$ cat src/rtl/bg_stream_pkg.sv
// Shared types and helpers for the background stream fetcher.
package bg_stream_pkg;

    localparam int unsigned WORD_W = 32;
    localparam int unsigned HALF_W = 16;

    localparam logic MODE_RGBA32 = 1'b1;
    localparam logic MODE_RGB565 = 1'b0;

    typedef enum logic [0:0] {
        ST_IDLE = 1'b0,
        ST_REQ  = 1'b1
    } fetch_state_t;

    typedef struct packed {
        logic [7:0] a;
        logic [7:0] b;
        logic [7:0] g;
        logic [7:0] r;
    } pixel_t;

    // Replicate the top bits into the low bits so full-scale stays full-scale.
    function automatic pixel_t rgb565_expand(input logic [HALF_W-1:0] p);
        pixel_t px;
        px.r = {p[4:0],   p[4:2]};
        px.g = {p[10:5],  p[10:9]};
        px.b = {p[15:11], p[15:13]};
        px.a = 8'hFF;
        return px;
    endfunction

endpackage

$ cat src/rtl/bg_fifo.sv
// Synchronous show-ahead FIFO: dout always presents the oldest entry.
module bg_fifo #(
    parameter int unsigned WIDTH = 32,
    parameter int unsigned DEPTH = 8
) (
    input  logic                     clk,
    input  logic                     reset_n,
    input  logic                     flush,
    input  logic                     push,
    input  logic [WIDTH-1:0]         din,
    input  logic                     pop,
    output logic [WIDTH-1:0]         dout,
    output logic [$clog2(DEPTH):0]   count,
    output logic                     empty,
    output logic                     full
);

    localparam int unsigned PTR_W = $clog2(DEPTH);
    localparam int unsigned CNT_W = PTR_W + 1;

    logic [WIDTH-1:0] mem [DEPTH];
    logic [PTR_W-1:0] wr_ptr;
    logic [PTR_W-1:0] rd_ptr;
    logic             do_push;
    logic             do_pop;

    assign do_push = push & ~flush;
    assign do_pop  = pop & ~flush & ~empty;

    // Pointers wrap naturally because DEPTH is a power of two.
    always_ff @(posedge clk or negedge reset_n) begin
        if (!reset_n) begin
            wr_ptr <= '0;
            rd_ptr <= '0;
            count  <= '0;
        end else if (flush) begin
            wr_ptr <= '0;
            rd_ptr <= '0;
            count  <= '0;
        end else begin
            if (do_push) wr_ptr <= wr_ptr + PTR_W'(1);
            if (do_pop)  rd_ptr <= rd_ptr + PTR_W'(1);
            case ({do_push, do_pop})
                2'b10:   count <= count + CNT_W'(1);
                2'b01:   count <= count - CNT_W'(1);
                default: count <= count;
            endcase
        end
    end

    always_ff @(posedge clk) begin
        if (do_push) mem[wr_ptr] <= din;
    end

    assign dout  = mem[rd_ptr];
    assign empty = (count == '0);
    assign full  = (count == CNT_W'(DEPTH));

endmodule

$ cat src/rtl/bg_stream_fetch.sv
// Streams a background frame from SDRAM through a prefetch FIFO, one RGBA pixel per ce_pix.
module bg_stream_fetch
    import bg_stream_pkg::*;
#(
    parameter int unsigned ADDR_W     = 24,
    parameter int unsigned FIFO_DEPTH = 8
) (
    input  logic              clk,
    input  logic              reset_n,
    input  logic              enable,
    input  logic              mode32,
    input  logic [ADDR_W-1:0] base_addr,
    input  logic              ce_pix,
    input  logic              hblank,
    input  logic              vblank,
    input  logic              vs,
    output logic              mem_req,
    output logic [ADDR_W-1:0] mem_addr,
    input  logic              mem_ack,
    input  logic [31:0]       mem_data,
    output logic [7:0]        bg_r,
    output logic [7:0]        bg_g,
    output logic [7:0]        bg_b,
    output logic [7:0]        bg_a,
    output logic              underrun
);

    localparam int unsigned CNT_W = $clog2(FIFO_DEPTH) + 1;

    fetch_state_t      state;
    fetch_state_t      state_next;
    logic [ADDR_W-1:0] fetch_addr;
    logic [ADDR_W-1:0] fetch_addr_next;
    logic              discard_q;
    logic              discard_next;
    logic              vs_q;
    logic              frame_start;
    logic              mode32_q;
    logic              half_q;
    logic              half_next;
    logic              underrun_next;
    logic              pop_fire;
    pixel_t            pix_q;
    pixel_t            pix_next;

    logic              fifo_push;
    logic              fifo_pop;
    logic              fifo_flush;
    logic              fifo_empty;
    logic              fifo_full;
    logic [WORD_W-1:0] fifo_dout;
    logic [CNT_W-1:0]  fifo_count;

    assign frame_start = vs & ~vs_q;
    assign pop_fire    = ce_pix & ~hblank & ~vblank & enable;
    assign fifo_flush  = frame_start | ~enable;

    bg_fifo #(
        .WIDTH (WORD_W),
        .DEPTH (FIFO_DEPTH)
    ) u_fifo (
        .clk     (clk),
        .reset_n (reset_n),
        .flush   (fifo_flush),
        .push    (fifo_push),
        .din     (mem_data),
        .pop     (fifo_pop),
        .dout    (fifo_dout),
        .count   (fifo_count),
        .empty   (fifo_empty),
        .full    (fifo_full)
    );

    // Frame-edge detection; pixel format is latched only at frame start.
    always_ff @(posedge clk or negedge reset_n) begin
        if (!reset_n) begin
            vs_q     <= 1'b0;
            mode32_q <= MODE_RGB565;
        end else begin
            vs_q <= vs;
            if (frame_start) mode32_q <= mode32;
        end
    end

    // Fetch FSM state, address and discard registers.
    always_ff @(posedge clk or negedge reset_n) begin
        if (!reset_n) begin
            state      <= ST_IDLE;
            mem_req    <= 1'b0;
            mem_addr   <= '0;
            fetch_addr <= '0;
            discard_q  <= 1'b0;
        end else begin
            state      <= state_next;
            mem_req    <= (state_next == ST_REQ);
            fetch_addr <= fetch_addr_next;
            discard_q  <= discard_next;
            if ((state_next == ST_REQ) && (state == ST_IDLE)) mem_addr <= fetch_addr_next;
        end
    end

    // One request in flight at most, so IDLE only needs the FIFO count.
    always_comb begin
        state_next      = state;
        fetch_addr_next = fetch_addr;
        discard_next    = discard_q;
        fifo_push       = 1'b0;
        case (state)
            ST_IDLE: begin
                if (enable && (fifo_count < CNT_W'(FIFO_DEPTH))) state_next = ST_REQ;
            end
            ST_REQ: begin
                if (mem_ack) begin
                    state_next = ST_IDLE;
                    if (discard_q) begin
                        discard_next = 1'b0;
                    end else begin
                        fifo_push       = 1'b1;
                        fetch_addr_next = fetch_addr + ADDR_W'(2);
                    end
                end
            end
            default: state_next = ST_IDLE;
        endcase
        // A restart abandons the in-flight word; a same-cycle ack is simply flushed.
        if (frame_start) begin
            fetch_addr_next = base_addr;
            discard_next    = (state == ST_REQ) && !mem_ack;
        end
        if (!enable) begin
            state_next   = ST_IDLE;
            discard_next = 1'b0;
        end
    end

    // Pixel datapath: format conversion, pop control and underrun detection.
    always_comb begin
        pix_next      = pix_q;
        half_next     = half_q;
        underrun_next = underrun;
        fifo_pop      = 1'b0;
        if (ce_pix) begin
            pix_next = '0;
            if (pop_fire) begin
                if (fifo_empty) begin
                    underrun_next = 1'b1;
                end else if (mode32_q == MODE_RGBA32) begin
                    pix_next = pixel_t'(fifo_dout);
                    fifo_pop = 1'b1;
                end else begin
                    pix_next  = rgb565_expand(half_q ? fifo_dout[WORD_W-1:HALF_W]
                                                     : fifo_dout[HALF_W-1:0]);
                    fifo_pop  = half_q;
                    half_next = ~half_q;
                end
            end
        end
        if (frame_start) begin
            half_next     = 1'b0;
            underrun_next = 1'b0;
        end
        if (!enable) half_next = 1'b0;
    end

    always_ff @(posedge clk or negedge reset_n) begin
        if (!reset_n) begin
            pix_q    <= '0;
            half_q   <= 1'b0;
            underrun <= 1'b0;
        end else begin
            pix_q    <= pix_next;
            half_q   <= half_next;
            underrun <= underrun_next;
        end
    end

    assign bg_r = pix_q.r;
    assign bg_g = pix_q.g;
    assign bg_b = pix_q.b;
    assign bg_a = pix_q.a;

    push_has_space: assert property (@(posedge clk) disable iff (!reset_n)
        !(fifo_push && !fifo_flush && fifo_full));

endmodule

$ cat config.mk
export PLATFORM = sky130hd
export DESIGN_NAME = bg_stream_fetch
export DESIGN_NICKNAME = d
export VERILOG_FILES = /design/src/rtl/bg_stream_pkg.sv /design/src/rtl/bg_fifo.sv /design/src/rtl/bg_stream_fetch.sv
export SDC_FILE = /design/constraint.sdc
export NUM_CORES = 1
export LEC_CHECK = 0
export CAP_MARGIN = 30
export CORE_MARGIN = 2
export CORE_UTILIZATION = 35
export DETAILED_ROUTE_END_ITERATION = 10
export GPL_TIMING_DRIVEN = 1
export PLACE_DENSITY = 0.53
export SYNTH_ARGS = -nofsm -noshare
export SYNTH_HDL_FRONTEND = slang
export SYNTH_HIERARCHICAL = 1
export SYNTH_SLANG_ARGS = --single-unit
$ cat constraint.sdc
create_clock -name clk -period 5.8 [get_ports clk]
set_clock_uncertainty 0.15 [all_clocks]
set_input_delay 0.87 -clock clk [delete_from_list [all_inputs] [get_ports clk]]
set_output_delay 0.87 -clock clk [all_outputs]
set_load 0.03 [all_outputs]
==> metrics list, run 1 <==
- The flow ran to the end, and the final reports show no timing, DRC or antenna violations.
* Detailed-routing iteration count for the pre-antenna-repair pass: 4
* Clk Latency, worst-skew pair: 540 ps
- In this run the static leakage power is 5.98 nW.
* Critical path's slowest cell: sky130_fd_sc_hd__clkdlybuf4s50_1
- The first routing iteration left 547 violations.
- The repair_antennas step left the layout with diodes totalling 0.
- DRC Markers: 0
* Slew Limit Headroom: 44.5%
- The floorplan step set the die width to 209 um.
* Startpoint-to-endpoint class of the critical path: primary input to flop
- Clock-pin slew was measured on the worst setup and hold paths at 60 ps.
* Classification of the worst-slack hold path: primary input to asynchronous set/reset pin
- Excluding fillers, the count of instances in the completed layout stands at 1621.
- The number of hold buffers added after CTS was 0.
- Required time at the worst-slack endpoint: 6100 ps
- In this run the number of H-tree levels came out at 2.
- The clock drives 352 sinks.
- Number of antenna violations at the first check in global routing: 0
- The placed instances occupy a cell area of 16600 sq um.
- Netlist area before placement: 14700 sq um
- Met1 usage in global routing: 22.9%
- Number of slew-limit violations in the final report: 0
- After detailed routing, the number of vias per cell comes to 5.08.
- The number of global-route vias before repair came to 8589.
- Layout area overhead: 21.4%
* Area inside the core boundary: 41700 sq um
- The routed layout has 8232 vias.
* HPWL after detailed placement: 22900 um
- Crit path launch type: primary input
* Final critical-path required period: 3960 ps
- Each instance of the synthesized netlist takes up on average 16.0 sq um.
- The number of buffers and inverters on the critical path is 3.
* Overall routed net length: 35300 um
- GRT Resource Usage Total: 16.5%
- Input and output buffers added on the ports amount to 122.
* Post CTS Setup Buffer Count: 0
- Data on the critical path arrives at its endpoint at 4260 ps.
* Post-cts repair resize count: 0
- Number of failing setup endpoints in the final timing report: 0
- The cell sitting at the root of the clock tree is a sky130_fd_sc_hd__clkbuf_16.
- The first global-routing pass estimated 54500 um of wire.
- Including well taps, the total number of placed cells is 1550.
- Fraction of met3 tracks used by global routing: 2.55%
- The critical path goes through clkdlybuf4s50_1, nor3b_1, nand3b_1, buf_4, nor2_1, nor3b_2, nand2_1, inv_1, ha_1, a31oi_1, o41ai_1, o31a_2, a31oi_2.
- Part of the cycle the worst path needs: 68.2%
- Cell Rows: 75
- Power per Cell Area: 318 nW/um^2
- On the final layout, the worst hold slack is 228 ps.
- Synthesis produced a netlist whose cell count is 919.
* Fraction of final layout cells with drive strength greater than 1: 20.1%
- Fin nets: 1123
* Die Outline Area: 43600 sq um
- Clock buffers created by TritonCTS: 39
- Endpoints failing hold: 0
- Fill cells in the final layout number 3779.
- Highest clock rate: 253 MHz
- VDD sags by at most 0.217 mV.
- The tool flagged a number of max-cap violations equal to 0.
* Routability cong.: 0.824
* Mapped Nets: 989
- Pin slew with the least headroom to its limit: 830 ps
- Global-route congestion overflow total: 0
- Setup repair after global routing left no endpoint under its margin.
- Broken down by cell family, the worst path's largest delay share belongs to simple AND/OR/NAND/NOR gates.
- In this run the worst path has a maximum fanout of 17.
- Maximum number of pins on one net before global-route repair: 52
* Count of pins on the block boundary: 123
- GR met2 Demand/Resource: 27.4%
* Most crowded layer after global routing: met2
* Vertical die dimension: 209 um
* CTS tree: built
- After detailed routing, the average wire length per cell comes to 21.8 um.
- Maximum clock insertion buffer count: 3
* Detail Route Antenna Nets: 0
* Effective utilization at floorplan: 35.2%
- The worst setup path is captured at a flop.
- Setup TNS after final layout: 0 ps
- Worst path max stage delay: 470 ps
- The finished cells cover 17800 sq um.
- During synthesis, Yosys emitted a total of 6 warnings.
[cell type report]
class | instances | area, sq um | area share, %
inverters | 40 | 153 | 0.856
clock buffers | 43 | 991 | 5.56
well taps | 539 | 674 | 3.78
multi-input cells | 476 | 4250 | 23.8
repair buffers | 144 | 1440 | 8.10
flip-flops and latches | 352 | 10100 | 56.6
clock inverters | 27 | 219 | 1.23
[registers in the layout, indices dropped and copies added, names as in the netlist]
name           flops
discard_q          1
bg_r               8
fetch_addr        24
underrun           1
u_fifo/count       4
u_fifo/mem       256
bg_a               8
bg_g               8
half_q             1
u_fifo/rd_ptr      3
u_fifo/wr_ptr      3
mode32_q           1
bg_b               8
state              1
vs_q               1
mem_addr          24
[routing by layer]
layer | up-vias | part of all wire, %
met5 | - | 0
met4 | 0 | 1.8
met3 | 44 | 3.5
met2 | 172 | 48
met1 | 4187 | 46
li1 | 3829 | -
[worst reg2reg max path: stages (launching register included)]
cell                       delay [ps]
sky130_fd_sc_hd__dfrtp_1          480
sky130_fd_sc_hd__or4_4            630
sky130_fd_sc_hd__inv_4            120
sky130_fd_sc_hd__nand3b_1         110
sky130_fd_sc_hd__buf_4            270
sky130_fd_sc_hd__nor2_1           190
sky130_fd_sc_hd__nor3b_2          200
sky130_fd_sc_hd__nand2_1          160
sky130_fd_sc_hd__inv_1             60
sky130_fd_sc_hd__ha_1             330
sky130_fd_sc_hd__a31oi_1          390
sky130_fd_sc_hd__o41ai_1          190
sky130_fd_sc_hd__o31a_2           320
sky130_fd_sc_hd__a31oi_2          170
[metrics by stage]
stage | utilization (%) | setup WS, ps | total power [mW]
6_report | 42.8 | 1840 | 5.66
5_1_grt | 42.8 | 1590 | 5.88
4_1_cts | 42.7 | 1860 | 5.73
3_5_place_dp | 39.8 | 1300 | 3.35
3_3_place_gp | 39.7 | 1380 | 3.35
2_1_floorplan | - | 1050 | 3.12
[worst paths after layout]
kind | from | to | slack (ps) | cells after the start
min in group clk | mem_addr[9] | mem_addr[9] | 320 | 2
setup / recovery | ce_pix | u_fifo/count[3] | 1840 | 13
max in group asynchronous | reset_n | u_fifo/rd_ptr[0] | 4110 | 2
hold reg to reg | mem_addr[9] | mem_addr[9] | 320 | 2
setup reg to reg | u_fifo/count[3] | u_fifo/count[3] | 1930 | 13
hold / removal | reset_n | mem_addr[5] | 230 | 1
[power by group]
group	total (mW)	switching, mW	internal (mW)	leakage (nW)
Clock	2.37	0.997	1.37	0.601
Sequential	2.84	0.0643	2.78	3.52
Combinational	0.454	0.265	0.189	1.86
Total	5.66	1.33	4.34	5.98
[layout by cell type, fill, tap and decap left out, types with 4 or more instances in the layout]
master	n
sky130_fd_sc_hd__edfxtp_1	256
sky130_fd_sc_hd__clkdlybuf4s50_1	121
sky130_fd_sc_hd__dfrtp_1	94
sky130_fd_sc_hd__mux4_2	64
sky130_fd_sc_hd__mux2_2	44
sky130_fd_sc_hd__nor2_1	40
sky130_fd_sc_hd__nand2_1	40
sky130_fd_sc_hd__inv_1	39
sky130_fd_sc_hd__clkbuf_16	39
sky130_fd_sc_hd__nand3_1	37
sky130_fd_sc_hd__o22ai_1	34
sky130_fd_sc_hd__o21ai_0	27
sky130_fd_sc_hd__nor2b_1	26
sky130_fd_sc_hd__a21oi_1	25
sky130_fd_sc_hd__buf_4	20
sky130_fd_sc_hd__a31oi_1	12
sky130_fd_sc_hd__mux2i_1	11
sky130_fd_sc_hd__clkinv_2	11
sky130_fd_sc_hd__and3_1	10
sky130_fd_sc_hd__or3_1	10
sky130_fd_sc_hd__xnor2_1	10
sky130_fd_sc_hd__xor2_1	10
sky130_fd_sc_hd__clkinv_1	10
sky130_fd_sc_hd__nand4_1	8
sky130_fd_sc_hd__nor2_4	6
sky130_fd_sc_hd__ha_1	5
sky130_fd_sc_hd__clkbuf_1	4
(Power assumes the default switching activity.)
==> run 2, diff against run 1 <==
- PLACE_DENSITY: 0.53 -> 0.55
- clock period: 5.8 -> 3.6 ns (I/O delays scaled with it)
==> metrics list, run 2 (synthesis gave the netlist of run 1 again) <==
- The flow ran to the end, and the final reports show no timing, DRC or antenna violations.
* Global-route congestion overflow total: 0
- The H-tree generated during clock tree synthesis spans 2 levels.
* Startpoint-to-endpoint class of the critical path: flop to flop
* Power Total: 9.29 mW
- The min-delay analysis places its worst path in the category flop to flop.
* Pin slew with the least headroom to its limit: 897 ps
- Drt first-iter violations: 506
* Highest-count cells in the layout ignoring fill and taps: 256 x sky130_fd_sc_hd__edfxtp_1, 121 x sky130_fd_sc_hd__clkdlybuf4s50_1, 94 x sky130_fd_sc_hd__dfrtp_1
- Average via count per standard cell: 5.12
- Area inside the core boundary: 41700 sq um
- Per report_power, the clock group accounts for 42.7% of the total.
* Clock slew seen by the registers of the worst setup and hold paths: 60 ps
* Register name with the most flops: u_fifo/mem
* MaxCap Viol Count: 0
- Routability-driven placement finished with a final weighted congestion of 0.860.
* Endpoints failing hold: 0
* Flip-flop and latch area: 10100 sq um
* Required time at the worst-slack endpoint: 3920 ps
- The filler cells instantiated in the layout total 3812.
* Category of the worst setup path capture point: flop
- Overall routed net length: 35300 um
* Clk Latency, worst-skew pair: 560 ps
* GRT Resource Usage Total: 16.6%
- Global routing used 27.0% of the available met2 tracks.
- Power per Cell Area: 514 nW/um^2
* Most crowded layer after global routing: met2
* Final critical-path required period: 3150 ps
* Sequential share of power: 49.3%
* Pre-CTS setup slack: 117 ps
- Once detail routing completed, the nets flagged for antenna violations numbered 0.
- STA classifies the critical path startpoint as a flop.
* Cell chosen for the clock root: sky130_fd_sc_hd__clkbuf_16
- Compared with the post-synthesis result, the final layout area differs by 23.1%.
* Peak VDD IR: 0.279 mV
- Arrival time at the worst endpoint: 3470 ps
* Final design utilization: 43.4%
- The analysis attributes to net switching a power of 2.14 mW.
- Fraction of final layout cells with drive strength greater than 1: 21.4%
* Least setup slack across all paths after layout: 447 ps
- In the global route stage, met3 resource usage came out at 3.05%.
- In this run the horizontal extent of the chip is 209 um.
- For this design the static power due to leakage is 6.09 nW.
* Logic pwr share: 8.0%
- Final hold slack: 324 ps
- The internal power of the cells totals 7.15 mW.
- Highest clock rate: 317 MHz
- Port-buffer cells: 122
- Count of pins on the block boundary: 123
- Setup repair after global routing left no endpoint under its margin.
- HPWL after detailed placement: 22300 um
- Part of the cycle the worst path needs: 87.6%
* DRC Markers: 0
- Number of failing setup endpoints in the final timing report: 0
- Top flop regs: u_fifo/mem (256), fetch_addr (24), mem_addr (24)
* Fin nets: 1140
* Ant. Diodes: 0
- In this run the deepest clock path goes through 3 buffers.
- Measured along the y axis, the die boundary spans 209 um.
* Most common cell after layout, fill and taps aside: sky130_fd_sc_hd__edfxtp_1
* Vias: 8394
* Die Outline Area: 43600 sq um
- The number of global-route vias before repair was 8819.
* Biggest fanout along the worst timing path: 8
- The initial antenna violation count is 0.
- Number of slew-limit violations in the final report: 0
- DR WL/cell: 21.5 um
- Area used by multi-input combinational logic: 4260 sq um
- Detailed-routing iteration count for the pre-antenna-repair pass: 4
- Effective utilization at floorplan: 35.2%
- Measured against its own limit, the worst slew margin works out to 40.2%.
- Maximum number of pins on one net before global-route repair: 68
- Global routing used 22.9% of the available met1 tracks.
- Flip-flop count of the largest register after layout: 256
- Sw frac: 23.0%
- TritonCTS built the clock tree.
- The floorplan has 75 rows.
- Clock tree synthesis found a total of 352 sinks.
- The number of clock buffers added by TritonCTS is 38.
- Setup TNS after final layout: 0 ps
* First-pass GRT wire length: 54700 um
## run 2: cell count changes in the layout (fill, tap and decap cells not counted), sizes merged
| cell | delta |
|---|---|
| clkinv | -10 |
| dlygate4sd3 | +1 |
| clkbuf | +9 |
| buf | +17 |
| bufinv | +1 |
## run 2: routing by layer
layer	wire [um]	share of wire, %	vias up
met4	600	1.7	0
met3	1760	5.0	43
met1	16200	46	4274
li1	-	-	3861
met5	0	0	-
met2	16700	47	216
## run 2: worst paths after layout
kind	start	end	slack (ps)	depth (start not counted)
min in group asynchronous	reset_n	mem_addr[7]	500	2
max in group asynchronous	reset_n	bg_r[7]	1920	3
hold reg to reg	mem_addr[3]	mem_addr[3]	320	2
setup reg to reg	u_fifo/count[1]	u_fifo/count[3]	450	12
setup / recovery	u_fifo/count[1]	u_fifo/count[3]	450	12
hold / removal	mem_addr[3]	mem_addr[3]	320	2
## run 2: timing repair
action,4_1_cts,5_1_grt
setup buffers,0,0
endpoints found under the hold margin,63,0
resized for setup,0,0
hold buffers,1,0
## run 2: power groups by stage
stage          sequential, mW  combinational, mW  clock [mW]
2_1_floorplan            4.76              0.269           0
3_3_place_gp             4.66              0.739           0
3_5_place_dp             4.66              0.747           0
4_1_cts                  4.58              0.751        4.09
5_1_grt                  4.60              0.805        4.24
6_report                 4.58              0.740        3.97
## run 2: final cells by class
type	instances	share of cell area (%)
clock buffers	52	5.83
clock inverters	18	1.28
inverters	40	0.845
multi-input cells	476	23.6
flip-flops and latches	352	55.8
well taps	539	3.73
repair buffers	162	8.90
## run 2: critical path, stage by stage, from the launching register on
cell and delay [ps]:
sky130_fd_sc_hd__dfrtp_1 460, sky130_fd_sc_hd__or4_4 570, sky130_fd_sc_hd__inv_4 120, sky130_fd_sc_hd__nand3b_1 130
sky130_fd_sc_hd__nor2_1 70, sky130_fd_sc_hd__nor3b_2 160, sky130_fd_sc_hd__nand2_1 130, sky130_fd_sc_hd__inv_1 60
sky130_fd_sc_hd__ha_1 350, sky130_fd_sc_hd__a31oi_1 140, sky130_fd_sc_hd__or3_2 430, sky130_fd_sc_hd__a21o_1 170
sky130_fd_sc_hd__a31oi_2 140
## run 2: per-stage QoR
stage	std cells	instance area [sq um]
floorplan	919	14700
CTS	1639	18100
global route	1639	18100
detailed placement	1568	16800
finish	1639	18100
global placement	1568	16800
==> run 3, diff against run 2 <==
- CTS_CLUSTER_SIZE: unset -> 10
- PLACE_DENSITY: 0.55 -> 0.53
- RECOVER_POWER: unset -> 100
- clock period: 3.6 -> 3.82 ns (I/O delays scaled with it)
==> metrics list, run 3 (synthesis gave the netlist of run 1 again) <==
- Across the run, the number of max-cap violations was 0.
- STA classifies the critical path startpoint as a flop.
- VDD sags by at most 0.271 mV.
* Sinks on Clock Net: 352
* Final design utilization: 42.8%
* Flip-flop count of the largest register after layout: 256
- The detailed router finished its first iteration with 508 violations.
* CTS tree: built
* Highest clock rate: 289 MHz
- After detailed placement, the design holds a cell count of 1562.
- Excluding fillers, the count of instances in the completed layout stands at 1640.
- Measured against its own limit, the worst slew margin works out to 8.00%.
* Overall routed net length: 35800 um
- Setup TNS after final layout: 0 ps
* DR WL/cell: 21.9 um
- STA classifies the critical path endpoint as a flop.
- Number of antenna violations at the first check in global routing: 1
* Cell chosen for the clock root: sky130_fd_sc_hd__clkbuf_16
* Detailed-routing iteration count for the pre-antenna-repair pass: 5
- Final critical-path required period: 3460 ps
- Width of the die: 209 um
- For the worst-skew pair, the clock arrives at the later sink with an insertion delay of 560 ps.
- In the final layout, the registers with the most flip-flops are u_fifo/mem (256), fetch_addr (24), mem_addr (24).
- In the layout the commonest cells are 256 x sky130_fd_sc_hd__edfxtp_1, 94 x sky130_fd_sc_hd__dfrtp_1, 94 x sky130_fd_sc_hd__dlygate4sd3_1.
- After the last flow step, the layout net total stands at 1138.
- The core region is 41700 sq um.
- Status: finished, final reports clean
- After clock tree synthesis, the clock-pin slew on the worst setup and hold paths is 50 ps.
* Routability cong.: 0.837
* Static Leakage: 6.12 nW
* Post CTS Setup Buffer Count: 0
- 0 antenna diodes ended up in the layout.
- The HPWL after detailed placement is 22500 um.
- At the worst endpoint, the arrival time is 3770 ps.
- GRT Resource Usage Total: 16.8%
- Cell Rows: 75
- After detailed routing, the number of remaining DRC violations is 0.
* Least setup slack across all paths after layout: 365 ps
- Biggest fanout along the worst timing path: 10
* Global-route congestion overflow total: 0
* Required time at the worst-slack endpoint: 4130 ps
- Register name with the most flops: u_fifo/mem
* RSZ-0062 raised after global routing: no
- Detail Route Antenna Nets: 0
* Number of slew-limit violations in the final report: 0
* Pre-CTS setup slack: 137 ps
* Port-buffer cells: 122
- The worst setup path is of the flop to flop kind.
- Maximum clock insertion buffer count: 3
- Clock buffers created by TritonCTS: 42
* Post-cts repair resize count: 0
- Count of pins on the block boundary: 123
- Classification of the worst-slack hold path: flop to flop
- Measured along the y axis, the die boundary spans 209 um.
- For the pin with the worst max-slew slack, the measured transition is 1380 ps.
- First-pass GRT wire length: 55000 um
- Setup violations remaining at the end of the flow were counted as 0.
* Die Outline Area: 43600 sq um
- The number of global-route vias before repair was 8809.
- Layout area overhead: 21.5%
- Vias: 8401
- Average via count per standard cell: 5.12
- Power per Cell Area: 486 nW/um^2
- Part of the cycle the worst path needs: 90.5%
* Fraction of final layout cells with drive strength greater than 1: 16.9%
* Effective utilization at floorplan: 35.2%
- Critical path's slowest cell: sky130_fd_sc_hd__or4_1
- The number of endpoints with negative hold slack in the final report is 0.
* Most common cell after layout, fill and taps aside: sky130_fd_sc_hd__edfxtp_1
* Worst path max stage delay: 710 ps
- The signal on the critical path passes through or4_1, inv_4, nand3b_1, nor2_1, nor3b_1, nand2_1, inv_1, ha_1, a31oi_1, o41ai_1, o31a_2, a31oi_2.
- Htree depth: 2
- Maximum number of pins on one net before global-route repair: 67
[run 3: layout make-up]
class                           instances  area, sq um
Fill cell                            3828        23800
Sequential cell                       352        10100
Multi-Input combinational cell        476         4170
Timing Repair Buffer                  156         1460
Clock buffer                           72         1210
Tap cell                              539          674
Inverter                               40          153
Clock inverter                          5         62.6
[run 3: what timing repair did]
item / CTS / global route
setup endpoints to repair: 0 / 0
hold endpoints to repair: 43 / 0
hold buffers: 1 / 0
[run 3: report_power, final]
part	internal, mW	switching [mW]
clock	2.17	1.53
sequential	4.22	0.0935
combinational	0.256	0.404
total	6.64	2.03
[run 3: worst max-delay path, delay by kind of cell (launching register included)]
| kind | cells | cell delay, ps |
|---|---|---|
| flip-flops | 1 | 490 |
| AO/OA/AOI/OAI | 4 | 1020 |
| adder cells (fa/ha/maj) | 1 | 340 |
| AND/OR/NAND/NOR | 5 | 1200 |
| buffers and inverters | 2 | 190 |
[run 3: metrics by stage]
step / cell area (sq um) / power, mW / hold WS (ps)
finish: 17800 / 8.67 / 313
global route: 17800 / 9.00 / 361
CTS: 18000 / 8.84 / 325
detailed placement: 16800 / 5.10 / 311
global placement: 16800 / 5.09 / 311
floorplan: 14700 / 4.74 / 127
[run 3: worst paths after layout]
kind | from | to | slack [ps] | depth (start not counted)
min in group asynchronous | reset_n | mem_addr[5] | 670 | 2
setup reg to reg | u_fifo/count[3] | u_fifo/count[3] | 360 | 12
hold reg to reg | mem_addr[0] | mem_addr[0] | 310 | 2
hold / removal | mem_addr[0] | mem_addr[0] | 310 | 2
max in group asynchronous | reset_n | fetch_addr[19] | 880 | 3
setup / recovery | u_fifo/count[3] | u_fifo/count[3] | 360 | 12
[run 3: metal layers]
| layer | up-vias | share of wire, % | global-route usage [%] |
|---|---|---|---|
| met5 | - | 0 | 0 |
| li1 | 3851 | - | - |
| met3 | 47 | 5.1 | 3.67 |
| met2 | 227 | 47 | 27.2 |
| met1 | 4276 | 46 | 23.1 |
| met4 | 0 | 1.7 | 4.11 |
